--- src/rtl/m6809_pkg.sv ---
// Shared types for the 6809 bus arbiter: arbiter states, CPU BA/BS status
// encodings, and a sizing helper.
package m6809_pkg;

  typedef enum logic [1:0] {
    ST_IDLE      = 2'd0,
    ST_HALT_WAIT = 2'd1,
    ST_GRANT     = 2'd2,
    ST_RELEASE   = 2'd3
  } arb_state_e;

  // {BA, BS} as driven by the 6809
  typedef enum logic [1:0] {
    BABS_RUN       = 2'b00,
    BABS_INT_ACK   = 2'b01,
    BABS_SYNC_ACK  = 2'b10,
    BABS_BUS_GRANT = 2'b11
  } babs_e;

  function automatic int unsigned max_u(input int unsigned a, input int unsigned b);
    return (a > b) ? a : b;
  endfunction

endpackage

--- src/rtl/m6809_rr_pick.sv ---
// Combinational round-robin picker: first set request at or above ptr,
// searching upward and wrapping.
module m6809_rr_pick #(
  parameter int NREQ  = 2,
  parameter int PTR_W = $clog2(NREQ)
) (
  input  logic [NREQ-1:0]  req,
  input  logic [PTR_W-1:0] ptr,
  output logic             valid,
  output logic [PTR_W-1:0] winner
);

  logic [2*NREQ-1:0] dbl;
  logic [NREQ-1:0]   rot;
  logic [PTR_W-1:0]  off;
  logic [PTR_W:0]    sum;

  // Rotating right by ptr puts the highest-priority request at bit 0
  assign dbl = {req, req} >> ptr;
  assign rot = dbl[NREQ-1:0];

  always_comb begin
    valid  = |req;
    off    = '0;
    for (int j = NREQ - 1; j >= 0; j--) begin
      if (rot[j]) off = PTR_W'(j);
    end
    sum = {1'b0, ptr} + {1'b0, off};
    if (sum >= (PTR_W + 1)'(NREQ)) sum = sum - (PTR_W + 1)'(NREQ);
    winner = sum[PTR_W-1:0];
  end

endmodule

--- src/rtl/m6809_bus_arbiter.sv ---
// Shares the 6809 bus between the CPU and NREQ requesters: halts the CPU,
// waits for BA/BS=11, grants one requester for a bounded burst, then releases.
module m6809_bus_arbiter
  import m6809_pkg::*;
#(
  parameter int NREQ        = 2,
  parameter int MAX_BURST   = 16,
  parameter int ACK_TIMEOUT = 64
) (
  input  logic            clk,
  input  logic            reset,
  input  logic [NREQ-1:0] req,
  input  logic            cpu_ba,
  input  logic            cpu_bs,
  output logic            halt_b,
  output logic [NREQ-1:0] gnt,
  output logic            bus_own,
  output logic            timeout_err
);

  localparam int PTR_W = $clog2(NREQ);
  localparam int CNT_W = $clog2(max_u(MAX_BURST, ACK_TIMEOUT) + 1);
  localparam logic [CNT_W-1:0] BURST_LAST = CNT_W'(MAX_BURST - 1);
  localparam logic [CNT_W-1:0] ACK_LAST   = CNT_W'(ACK_TIMEOUT - 1);
  localparam logic [PTR_W-1:0] PTR_TOP    = PTR_W'(NREQ - 1);

  arb_state_e       state_q, state_d;
  logic [PTR_W-1:0] ptr_q, ptr_d;
  logic [PTR_W-1:0] winner_q, winner_d;
  logic [CNT_W-1:0] cnt_q, cnt_d;
  logic             halt_b_q, halt_b_d;
  logic [NREQ-1:0]  gnt_q, gnt_d;
  logic             own_q, own_d;
  logic             tmo_q, tmo_d;

  logic             pick_valid;
  logic [PTR_W-1:0] pick_idx;
  logic             win_req;
  logic             bus_granted;
  logic [PTR_W-1:0] ptr_after;

  m6809_rr_pick #(.NREQ(NREQ), .PTR_W(PTR_W)) u_pick (
    .req    (req),
    .ptr    (ptr_q),
    .valid  (pick_valid),
    .winner (pick_idx)
  );

  assign win_req     = req[winner_q];
  assign bus_granted = (babs_e'({cpu_ba, cpu_bs}) == BABS_BUS_GRANT);
  assign ptr_after   = (winner_q == PTR_TOP) ? '0 : winner_q + PTR_W'(1);

  always_comb begin
    state_d  = state_q;
    ptr_d    = ptr_q;
    winner_d = winner_q;
    cnt_d    = cnt_q;
    halt_b_d = halt_b_q;
    gnt_d    = gnt_q;
    own_d    = own_q;
    tmo_d    = 1'b0;
    case (state_q)
      ST_IDLE: begin
        if (pick_valid) begin
          winner_d = pick_idx;
          cnt_d    = '0;
          halt_b_d = 1'b0;
          state_d  = ST_HALT_WAIT;
        end
      end
      // A withdrawn request takes priority over a same-cycle acknowledge
      ST_HALT_WAIT: begin
        if (!win_req) begin
          halt_b_d = 1'b1;
          ptr_d    = ptr_after;
          cnt_d    = '0;
          state_d  = ST_RELEASE;
        end else if (bus_granted) begin
          gnt_d    = NREQ'(1) << winner_q;
          own_d    = 1'b1;
          cnt_d    = '0;
          state_d  = ST_GRANT;
        end else if (cnt_q == ACK_LAST) begin
          tmo_d    = 1'b1;
          halt_b_d = 1'b1;
          state_d  = ST_IDLE;
        end else begin
          cnt_d    = cnt_q + CNT_W'(1);
        end
      end
      ST_GRANT: begin
        if (!win_req || cnt_q == BURST_LAST) begin
          gnt_d    = '0;
          own_d    = 1'b0;
          halt_b_d = 1'b1;
          ptr_d    = ptr_after;
          cnt_d    = '0;
          state_d  = ST_RELEASE;
        end else begin
          cnt_d    = cnt_q + CNT_W'(1);
        end
      end
      ST_RELEASE: begin
        if (!cpu_ba) begin
          state_d = ST_IDLE;
        end else if (cnt_q == ACK_LAST) begin
          tmo_d   = 1'b1;
          state_d = ST_IDLE;
        end else begin
          cnt_d   = cnt_q + CNT_W'(1);
        end
      end
      default: state_d = ST_IDLE;
    endcase
  end

  always_ff @(posedge clk or posedge reset) begin
    if (reset) begin
      state_q  <= ST_IDLE;
      ptr_q    <= '0;
      cnt_q    <= '0;
      halt_b_q <= 1'b1;
      gnt_q    <= '0;
      own_q    <= 1'b0;
      tmo_q    <= 1'b0;
    end else begin
      state_q  <= state_d;
      ptr_q    <= ptr_d;
      cnt_q    <= cnt_d;
      halt_b_q <= halt_b_d;
      gnt_q    <= gnt_d;
      own_q    <= own_d;
      tmo_q    <= tmo_d;
    end
  end

  // Winner index is only consulted outside IDLE, after it has been loaded
  always_ff @(posedge clk) begin
    winner_q <= winner_d;
  end

  assign halt_b      = halt_b_q;
  assign gnt         = gnt_q;
  assign bus_own     = own_q;
  assign timeout_err = tmo_q;

endmodule

--- config.mk ---
export PLATFORM = sky130hd
export DESIGN_NAME = m6809_bus_arbiter
export DESIGN_NICKNAME = d
export VERILOG_FILES = /design/src/rtl/m6809_pkg.sv /design/src/rtl/m6809_rr_pick.sv /design/src/rtl/m6809_bus_arbiter.sv
export SDC_FILE = /design/constraint.sdc
export NUM_CORES = 1
export LEC_CHECK = 0
export CAP_MARGIN = 15
export CORE_UTILIZATION = 53
export DETAILED_ROUTE_END_ITERATION = 10
export PLACE_DENSITY = 0.75
export SETUP_SLACK_MARGIN = 0.1
export SYNTH_ARGS = -nofsm -noshare
export SYNTH_HDL_FRONTEND = slang
export SYNTH_HIERARCHICAL = 1
export SYNTH_SLANG_ARGS = --single-unit
--- constraint.sdc ---
create_clock -name clk -period 4.6 [get_ports clk]
set_input_delay 0.92 -clock clk [delete_from_list [all_inputs] [get_ports clk]]
set_output_delay 0.92 -clock clk [all_outputs]
set_load 0.05 [all_outputs]
# Word level (Yosys, flattened, before mapping)
# Index checks and enable logic that the tools add are counted.
[totals] regBits=16 input_bits=6 out_inout_bits=5 elab_cells=84
[classes] add_sub_neg=4 n_lt_le_gt_ge=2 eq_ne=14 n_shift=2 mux=42 reduce_logical=12
[op_table] cell="$mux W7" n=6
[op_table] cell="$pmux W7 S4" n=1
[op_table] cell="$mux W1" n=20
[op_table] cell="$mux W2" n=9
[op_table] cell="$ne A2 B2 Y1 const B" n=6
[op_table] cell="$pmux W2 S4" n=1
[op_table] cell="$add A7 B1 Y7 const B" n=1
[op_table] cell="$eq A7 B4 Y1 const B" n=1
[op_table] cell="$eq A7 B6 Y1 const B" n=1
[op_table] cell="$eq A2 B2 Y1 const B" n=3
[op_table] cell="$ne A3 B3 Y1 const B" n=2
[op_table] cell="$pmux W1 S2" n=3
[op_table] cell="$reduce_and A2 Y1" n=3
[op_table] cell="$reduce_and A5 Y1" n=1
[op_table] cell="$pmux W2 S2" n=1
[op_table] cell="$reduce_and A4 Y1" n=1
[op_table] cell="$shr A4 B1 Y2" n=1
[op_table] cell="$pmux W1 S3" n=1
[op_table] cell="$reduce_and A3 Y1" n=1
[op_table] cell="$reduce_bool A3 Y1" n=1
[op_table] cell="$add A1 B1 Y2" n=1
[op_table] cell="$eq A2 B1 Y1 const B" n=1
[op_table] cell="$ge A2 B2 Y1 const B" n=1
[op_table] cell="$logic_not A2 Y1" n=1
[op_table] cell="8 further kinds" n=8

# Depth between registers and ports, before layout
# Gate-level depths: netlist of run 1.
[logic_depth] depth_word=6 ltp_mapped=7 mapped_depth_nobuf=7

# Hierarchy
# The synthesis of run 1 kept the hierarchy.
[modules_own_cells] mod="m6809_bus_arbiter" n_inst=1 cells_each=108 area_per_inst_um2=1024.7 seq_area_each_um2=406.6
[modules_own_cells] mod="m6809_rr_pick" n_inst=1 cells_each=3 area_per_inst_um2=21.3 seq_area_each_um2=0.0

# Worst setup path before layout of run 1
# Ideal clock, no wire load.
[synth_timing] path_type="input port to flip-flop" start="in req[0]" end="reg halt_b_q (netlist: halt_b)" setup_ps=82 arrival_ps=1950 required_ps=4518 slack_ps=2567 path_stages=5 n_path_buf=0 cell_sequence="mux2_4 o211ai_4 nand2_4 a311oi_2 mux2_2"
[synth_via] elab_chain_cells=6 word_cells_on_any_way=12 classes_between="eq/ne: 4; mux: 4; reduce/logical: 4"
[synth_lines] item="from (decl)" line_no="m6809_bus_arbiter.sv:12" source="input logic [NREQ-1:0] req,"
[synth_lines] item="$mux W1 (not written as such) (2 in series)" line_no="m6809_bus_arbiter.sv:49" source="assign win_req = req[winner_q];"
[synth_lines] item="$logic_not A1 Y1" line_no="m6809_bus_arbiter.sv:92" source="if (!win_req || cnt_q == BURST_LAST) begin"
[synth_lines] item="$logic_or A1 B1 Y1" line_no="m6809_bus_arbiter.sv:92"
[synth_lines] item="$ne A2 B2 Y1 (no line)"
[synth_lines] item="$reduce_and A5 Y1 (no line)"
[synth_lines] item="to (signal assigned)" line_no="m6809_bus_arbiter.sv:130" source="halt_b_q <= halt_b_d;"
[synth_lines] item="to (decl)" line_no="m6809_bus_arbiter.sv:31" source="logic halt_b_q, halt_b_d;"
# Parallel ways exist; a longest one is shown, timed or not. The select of a mux whose other input is x is not followed.
# A chain may end at the register's enable or synchronous reset.

# Final worst setup path of run 1
[layout_timing] start="reg halt_b_q (netlist: halt_b)" end="out halt_b"
[layout_lines] item="to (decl)" line_no="m6809_bus_arbiter.sv:15" source="output logic halt_b,"
# No word-level cell between the ends.

==> results.py, run 1 <==
metrics = {
    "worst_hold_path": {
        "hp-class": "reg2reg",
        "holdPathStages": 2,
    },
    "placed_design": {
        "dp.cells": 144,
        "place.port_buffers": 10,
        "postPlaceCellArea_um2": 1165,
        "hpwlAfterDp_um": 1643,
        "place_congestion": 0.8952,
    },
    "run": {
        "max_cap_violations": 0,
    },
    "outcome": {
        "outcome": "completed",
    },
    "synthesis": {
        "netlist_instances": 111,
        "synth_fa_ha_area_frac": 0.07057,
        "avgSynthCellArea_um2": 9.423,
        "ys_seq_area_frac": 0.3888,
        "synth_area_um2": 1046,
        "yosys_most_used_dff": "dfrtp_1",
        "synth_top_family_by_area": "compound AO/OA/AOI/OAI gates",
        "synthesis.nets": 122,
        "synth_compound_area_frac": 0.2739,
        "yosys_warnings": 6,
        "synth_top_cell_by_area": "dfrtp_1",
        "async_flop_share": 0.9375,
        "ys_seq_elements": 16,
        "muxShareOfSynthArea": 0.03469,
        "synth-xor-area-share": 0,
        "synth_cell_types": 40,
        "synth_edf_count": 1,
        "synth_top_cell_area_share": 0.3349,
        "synth-simple-area-share": 0.1950,
        "synth_area_leaders": "dfrtp_1 (33%), ha_1 (6.0%), o21ai_0 (5.7%)",
    },
    "cts": {
        "root_buffer": "clkbuf_4",
        "cts_tree": "yes",
        "post_cts_buffers": 0,
        "cts_buffers": 3,
        "clk_path_buf_depth": 2,
        "h-tree-depth": 1,
        "clock_sinks": 16,
        "insertion_delay_ns": 0.29,
        "cts-resized-gates": 0,
        "clk_pin_slew_ns": 0.10,
        "postCtsHoldBufs": 0,
    },
    "floorplan": {
        "die_area_um2": 2155,
        "die_height_um": 46.43,
        "core_um2": 1783,
        "die_w_um": 46.43,
        "ios": 11,
        "start_util": 0.5867,
        "core.rowCount": 15,
    },
    "setup_path": {
        "r2r-end": "halt_b",
        "critical_path_arrival_ns": 1.62,
        "worstPathMaxFanout": 2,
        "endpoint_kind": "output port",
        "setup.worst_path.start": "halt_b",
        "crit_family": "buffers and inverters",
        "cp.required_ns": 3.68,
        "cp-endpoint": "halt_b",
        "worst-path-stages": 1,
        "r2r-start": "cnt_q[0]",
        "max_stage_delay_ns": 0.79,
        "rr_worst_depth": 6,
        "cp-start-kind": "flop",
        "cp_num_buf_inv": 1,
        "r2r_slack_ns": 2.65,
        "crit_chain": "clkdlybuf4s50_1",
        "critical_path_class": "reg2out",
        "critPathSlowestCell": "clkdlybuf4s50_1",
    },
    "sta": {
        "hold_viol_final": 0,
        "fin_crit_ns": 2.543,
        "fmax_ghz": 0.3933,
        "fin_tns_setup_ns": 0,
        "worst_slew_pin_slew_ns": 0.5693,
        "skew_ns": 0.005082,
        "final-setup-viol-count": 0,
        "grt_setup_unrepaired": "false",
        "fin_hold_ws_ns": 0.4944,
        "slew_headroom": 0.6200,
        "slew_viol_final": 0,
        "fin_crit_sh": 0.5528,
    },
    "power_and_ir_drop": {
        "peakVddDrop_mv": 0.4527,
        "powerDensity_nw_per_um2": 583.8,
        "power_leakage_nw": 0.5171,
    },
    "cells_and_area": {
        "final_area_um2": 1201,
        "final_nets": 135,
        "finalNonFillerCells": 148,
        "drive_gt1_frac": 0.1463,
        "n_antenna_cell": 0,
        "syn_to_final_growth_pct": 14.83,
        "final_util": 0.6737,
    },
    "global_routing": {
        "use_met2": 0.4056,
        "met3_usage": 0.02353,
        "grt_util_met1": 0.3399,
        "antenna_found_initial": 0,
        "grt_max_degree": 16,
        "grt_pass1_vias": 824,
        "grt.total_usage": 0.2547,
        "grt.overflow.total": 0,
        "grt_pass1_wl_um": 3774,
        "grt.busiest_layer": "met2",
    },
    "detailed_routing": {
        "routed_via_density": 6.304,
        "final_antenna_net_count": 0,
        "avgRoutedWirePerCell_um": 15.62,
        "drt_iter0_markers": 52,
        "vias": 933,
        "dr.pass1.iters": 4,
        "drc": 0,
        "wirelength_um": 2312,
    },
}
[sequential cells by signal, summed over array words and instances, names as in the netlist]
name,flops
timeout_err,1
cnt_q,7
halt_b,1
bus_own,1
state_q,2
ptr_q,1
winner_q,1
gnt,2
[cells in the final DEF (no fill, tap or decap), types with 4 or more instances in the layout]
| cell | netlist | layout |
|---|---|---|
| a31oi_1 | 4 | 4 |
| ha_1 | 5 | 5 |
| dfrtp_1 | 14 | 14 |
| a21oi_1 | 7 | 7 |
| nand2b_1 | 4 | 4 |
| nor2_1 | 4 | 4 |
| clkdlybuf4s50_1 | 0 | 10 |
| nand3_1 | 4 | 4 |
| o21ai_0 | 12 | 12 |
| inv_1 | 7 | 7 |
| nand2_1 | 13 | 13 |
[per-stage QoR]
stage | setup WS, ns | power (mW)
floorplan | 2.567 | 0.5143
global placement | 2.007 | 0.5969
detailed placement | 1.966 | 0.6065
CTS | 2.041 | 0.7021
global route | 2.002 | 0.7552
finish | 2.057 | 0.7013
[worst min-delay path by stage]
| stage | from | end |
|---|---|---|
| 2_1_floorplan | cnt_q[0] | cnt_q[0] |
| 5_1_grt | gnt[0] | gnt[0] |
| 6_report | gnt[0] | gnt[0] |
| 3_5_place_dp | gnt[1] | gnt[1] |
| 3_3_place_gp | gnt[1] | gnt[1] |
| 4_1_cts | gnt[1] | gnt[1] |
[Yosys cell counts (2+ instances only)]
library cell  count
a211oi_1          2
nand2_1          13
or2_2             2
nand3_1           4
dfrtp_1          14
a31oi_1           4
a32o_1            2
a21oi_1           7
and2_1            2
nand2b_1          4
ha_1              5
o31ai_1           3
o21ai_0          12
nor2_1            4
inv_1             7
and3_1            2
[worst register-to-register path: cells and delay by family (launching register included)]
family	cells	cell delay (ns)
compound gates	2	0.54
fa+ha+maj	1	0.29
flops	1	0.39
mux	1	0.36
simple gates	2	0.32
[metal layers]
layer | vias to the layer above | share of wire
li1 | 436 | -
met5 | - | 0
met2 | 59 | 0.45
met3 | 12 | 0.067
met4 | 0 | 0.038
met1 | 426 | 0.44
[report_power, final]
| group | switching, mW | internal, mW |
|---|---|---|
| combinational | 0.240 | 0.149 |
| clock | 0.0460 | 0.0482 |
| sequential | 0.0298 | 0.188 |
| total | 0.316 | 0.385 |
[cells by family after synthesis]
| logic type | Yosys count |
|---|---|
| simple gates | 38 |
| mux | 3 |
| buf+inv | 9 |
| compound gates | 39 |
| fa+ha+maj | 6 |
| flops | 16 |
[final cells by class]
class / instances / area (µm²)
Sequential cell: 16 / 406.6
Tap cell: 25 / 31.28
Clock buffer: 4 / 36.28
Multi-Input combinational cell: 86 / 600.6
Fill cell: 146 / 581.8
Timing Repair Buffer: 10 / 100.1
Inverter: 7 / 26.28
Power figures use the tool's default switching activity.
==> inputs of run 2 (changes only) <==
- clock period: 4.6 -> 2.45 ns (I/O delays scaled with it)
==> run 2 against run 1 <==
Core utilization unchanged. Power increased by 87%. Highest routed layer unchanged. Critical path type unchanged. Via count down 5.5%. Count of clock-buffer cells in the layout unchanged. Non-clock buffer count stayed put. Critical endpoint unchanged.
==> results.py, run 2 (same netlist as run 1, synthesis figures left out) <==
metrics = {
    "outcome": {
        "outcome": "completed",
    },
    "cts": {
        "insertion_delay_ns": 0.29,
        "postCtsHoldBufs": 0,
        "root_buffer": "clkbuf_4",
        "cts_tree": "yes",
        "post_cts_buffers": 0,
        "h-tree-depth": 1,
        "clock_sinks": 16,
        "cts_buffers": 3,
        "clk_pin_slew_ns": 0.10,
        "clk_path_buf_depth": 2,
        "cts-resized-gates": 0,
    },
    "setup_path": {
        "r2r_slack_ns": 0.52,
        "rr_worst_depth": 6,
        "cp-start-kind": "flop",
        "critPathSlowestCell": "clkdlybuf4s50_1",
        "r2r-start": "state_q[0]",
        "max_stage_delay_ns": 0.79,
        "worstPathMaxFanout": 2,
        "cp_num_buf_inv": 1,
        "critical_path_arrival_ns": 1.62,
        "endpoint_kind": "output port",
        "r2r-end": "cnt_q[3]",
        "crit_family": "buffers and inverters",
        "cp.required_ns": 1.96,
        "critical_path_class": "reg2out",
        "crit_chain": "clkdlybuf4s50_1",
    },
    "global_routing": {
        "grt_max_degree": 16,
        "grt.total_usage": 0.2403,
        "grt_pass1_vias": 777,
        "antenna_found_initial": 0,
        "grt_pass1_wl_um": 3567,
        "grt.overflow.total": 0,
    },
    "worst_hold_path": {
        "hp-class": "reg2reg",
        "hold_end": "gnt[0]",
        "holdPathStages": 2,
        "min_from": "gnt[0]",
    },
    "cells_and_area": {
        "top_register": "cnt_q",
        "final_nets": 135,
        "fill_cells": 147,
        "final_common_cell": "dfrtp_1",
        "layout_common_cells": "dfrtp_1 (14), nand2_1 (13), o21ai_0 (12)",
        "syn_to_final_growth_pct": 14.83,
        "final_util": 0.6737,
        "largest_reg_flops": 7,
        "final_area_um2": 1201,
        "n_antenna_cell": 0,
        "finalNonFillerCells": 148,
        "drive_gt1_frac": 0.1463,
    },
    "placed_design": {
        "place.port_buffers": 10,
        "place_congestion": 0.8952,
        "postPlaceCellArea_um2": 1165,
        "hpwlAfterDp_um": 1606,
        "dp_slack_ns": 0.2499,
        "dp.cells": 144,
    },
    "sta": {
        "grt_setup_unrepaired": "false",
        "fmax_ghz": 0.4734,
        "fin_tns_setup_ns": 0,
        "slew_headroom": 0.6200,
        "worst_slew_pin_slew_ns": 0.5694,
        "setup_ws_ns": 0.3378,
        "hold_viol_final": 0,
        "fin_crit_ns": 2.112,
        "skew_ns": 0.002965,
        "fin_crit_sh": 0.8621,
        "fin_hold_ws_ns": 0.4918,
        "final-setup-viol-count": 0,
        "slew_viol_final": 0,
    },
    "floorplan": {
        "ios": 11,
        "core_um2": 1783,
        "die_height_um": 46.43,
        "core.rowCount": 15,
        "die_w_um": 46.43,
        "start_util": 0.5867,
        "die_area_um2": 2155,
    },
    "detailed_routing": {
        "drc": 0,
        "final_antenna_net_count": 0,
        "routed_via_density": 5.959,
        "dr.pass1.iters": 4,
        "wirelength_um": 2183,
        "vias": 882,
        "avgRoutedWirePerCell_um": 14.75,
        "drt_iter0_markers": 35,
    },
    "power_and_ir_drop": {
        "peakVddDrop_mv": 0.8049,
        "power_leakage_nw": 0.5171,
        "powerDensity_nw_per_um2": 1090,
        "p_total_mw": 1.309,
    },
    "run": {
        "max_cap_violations": 0,
    },
}
==> run 2: final cells by class <==
type                       count  area [µm²]  share of cell area
multi-input combinational     86       600.6              0.5000
sequential                    16       406.6              0.3385
timing repair buffer          10       100.1             0.08333
clock buffer                   4       36.28             0.03021
tap                           25       31.28             0.02604
inverter                       7       26.28             0.02188
==> run 2: power by group <==
| part | total [mW] | internal (mW) | switching (mW) | leakage [nW] |
|---|---|---|---|---|
| clock | 0.179 | 0.0905 | 0.0881 | 0.0210 |
| sequential | 0.410 | 0.353 | 0.0574 | 0.202 |
| combinational | 0.720 | 0.279 | 0.441 | 0.294 |
==> run 2: worst max path at each step <==
| stage | slack [ns] | to | cells past startpoint | start |
|---|---|---|---|---|
| 2_1_floorplan | 0.74 | halt_b | 5 | cnt_q[4] |
| 3_5_place_dp | 0.25 | cnt_q[5] | 6 | req[1] |
| 5_1_grt | 0.28 | halt_b | 1 | halt_b |
| 3_3_place_gp | 0.29 | halt_b | 6 | req[0] |
| 4_1_cts | 0.33 | halt_b | 1 | halt_b |
| 6_report | 0.34 | halt_b | 1 | halt_b |
==> run 2: routing by layer <==
metal | GRT usage | vias up | part of all wire
met1 | 0.3350 | 408 | 0.47
met5 | 0 | - | 0
met4 | 0.1000 | 0 | 0.013
met2 | 0.3583 | 39 | 0.45
li1 | - | 431 | -
met3 | 0.04706 | 4 | 0.069
==> inputs of run 3 (changes only) <==
- PLACE_DENSITY: 0.75 -> not set
- PLACE_DENSITY_LB_ADDON: not set -> 0.3
==> run 3 against run 2 <==
Core utilization stayed put. Combinational power hardly changed. Clock skew is 0.0067 ns higher. Clock power is 6% higher. Non-clock buffer count stayed put. Sequential share of layout area stayed put.
==> results.py, run 3 (same netlist as run 1, synthesis figures left out) <==
metrics = {
    "outcome": {
        "outcome": "completed",
    },
    "cells_and_area": {
        "largest_reg_flops": 7,
        "layout_common_cells": "dfrtp_1 (14), nand2_1 (13), o21ai_0 (12)",
        "final_util": 0.6737,
        "drive_gt1_frac": 0.1463,
        "syn_to_final_growth_pct": 14.83,
        "final_common_cell": "dfrtp_1",
        "top_register": "cnt_q",
        "n_antenna_cell": 0,
        "fill_cells": 149,
        "final_nets": 135,
    },
    "cts": {
        "post_cts_buffers": 0,
        "clock_sinks": 16,
        "cts-resized-gates": 0,
        "cts_tree": "yes",
        "insertion_delay_ns": 0.30,
        "postCtsHoldBufs": 0,
        "root_buffer": "clkbuf_4",
        "cts_buffers": 3,
        "h-tree-depth": 1,
        "clk_pin_slew_ns": 0.10,
        "clk_path_buf_depth": 2,
    },
    "power_and_ir_drop": {
        "internal_power_mw": 0.7234,
        "power_frac_seq": 0.312,
        "clock_power_share": 0.142,
        "switching_share": 0.4538,
        "combPwrFrac": 0.546,
        "power_leakage_nw": 0.5171,
        "peakVddDrop_mv": 0.9227,
        "power.switching_mw": 0.6010,
        "p_total_mw": 1.324,
        "powerDensity_nw_per_um2": 1103,
    },
    "setup_path": {
        "crit_chain": "clkdlybuf4s50_1",
        "worstPathMaxFanout": 2,
        "max_stage_delay_ns": 0.79,
        "critical_path_arrival_ns": 1.63,
        "cp_num_buf_inv": 1,
        "cp-start-kind": "flop",
        "crit_family": "buffers and inverters",
        "critPathSlowestCell": "clkdlybuf4s50_1",
        "endpoint_kind": "output port",
        "cp.required_ns": 1.96,
        "critical_path_class": "reg2out",
    },
    "floorplan": {
        "core.rowCount": 15,
        "core_um2": 1783,
        "die_w_um": 46.43,
        "die_height_um": 46.43,
        "start_util": 0.5867,
        "ios": 11,
        "die_area_um2": 2155,
    },
    "detailed_routing": {
        "wirelength_um": 2371,
        "routed_via_density": 6.250,
        "avgRoutedWirePerCell_um": 16.02,
        "dr.pass1.iters": 4,
        "final_antenna_net_count": 0,
        "vias": 925,
        "drt_iter0_markers": 40,
        "drc": 0,
    },
    "sta": {
        "slew_viol_final": 0,
        "fin_tns_setup_ns": 0,
        "hold_viol_final": 0,
        "fin_crit_ns": 2.117,
        "fin_crit_sh": 0.8641,
        "fmax_ghz": 0.4724,
        "worst_slew_pin_slew_ns": 0.5930,
        "final-setup-viol-count": 0,
        "grt_setup_unrepaired": "false",
        "skew_ns": 0.009677,
        "slew_headroom": 0.6042,
    },
    "placed_design": {
        "place_congestion": 0.9006,
        "hpwlAfterDp_um": 1680,
        "place.port_buffers": 10,
    },
    "global_routing": {
        "grt.overflow.total": 0,
        "grt_max_degree": 16,
        "grt_pass1_vias": 872,
        "grt_pass1_wl_um": 3746,
        "grt.total_usage": 0.2441,
        "antenna_found_initial": 0,
    },
    "run": {
        "max_cap_violations": 0,
    },
    "worst_hold_path": {
        "hp-class": "reg2reg",
    },
}
## run 3: cell counts in the layout (fill, tap and decap cells not counted)
No cell type changed its count.
## run 3: path summary, 6_finish.rpt
path	from	end	slack (ns)	depth (start not counted)
min	gnt[0]	gnt[0]	0.49	2
min in group asynchronous	reset	cnt_q[0]	0.55	2
max	halt_b	halt_b	0.33	1
max in group asynchronous	reset	gnt[1]	1.51	2
min reg2reg	gnt[0]	gnt[0]	0.49	2
max reg2reg	cnt_q[0]	halt_b	0.50	6
## run 3: layout make-up
cell class / instances / area (µm²) / share of cell area
timing repair buffer: 10 / 100.1 / 0.08333
inverter: 7 / 26.28 / 0.02188
clock buffer: 4 / 36.28 / 0.03021
sequential: 16 / 406.6 / 0.3385
multi-input combinational: 86 / 600.6 / 0.5000
tap: 25 / 31.28 / 0.02604
## run 3: per-layer routing
metal	up-vias	GRT usage	wire length, µm
met5	-	0	0
met4	0	0.1000	42
li1	433	-	-
met2	50	0.3833	1122
met1	435	0.3220	1014
met3	7	0.05098	191
## run 3: per-stage QoR
step	cells	cell area (µm²)	hold WS, ns	setup slack [ns]
after CTS	148	1201	0.4935	0.3301
after global routing	148	1201	0.5328	0.3083
final	148	1201	0.4870	0.3330
after detailed placement	144	1165	0.4699	0.2404
after global placement	144	1165	0.4592	0.2983
after floorplan	111	1046	0.3908	0.7394
## run 3: worst reg2reg max path, stage by stage (launching register included)
cell and delay (ns):
dfrtp_1 0.41, ha_1 0.28, nand3_1 0.22, o211ai_4 0.31
nand2_4 0.09, a311oi_2 0.21, mux2_2 0.36
## run 3: power by group through the flow
stage	Combinational [mW]	Sequential [mW]	Clock, mW
finish	0.723	0.413	0.189
CTS	0.720	0.414	0.184
floorplan	0.446	0.520	0
global placement	0.699	0.414	0
detailed placement	0.716	0.419	0
global route	0.799	0.425	0.195
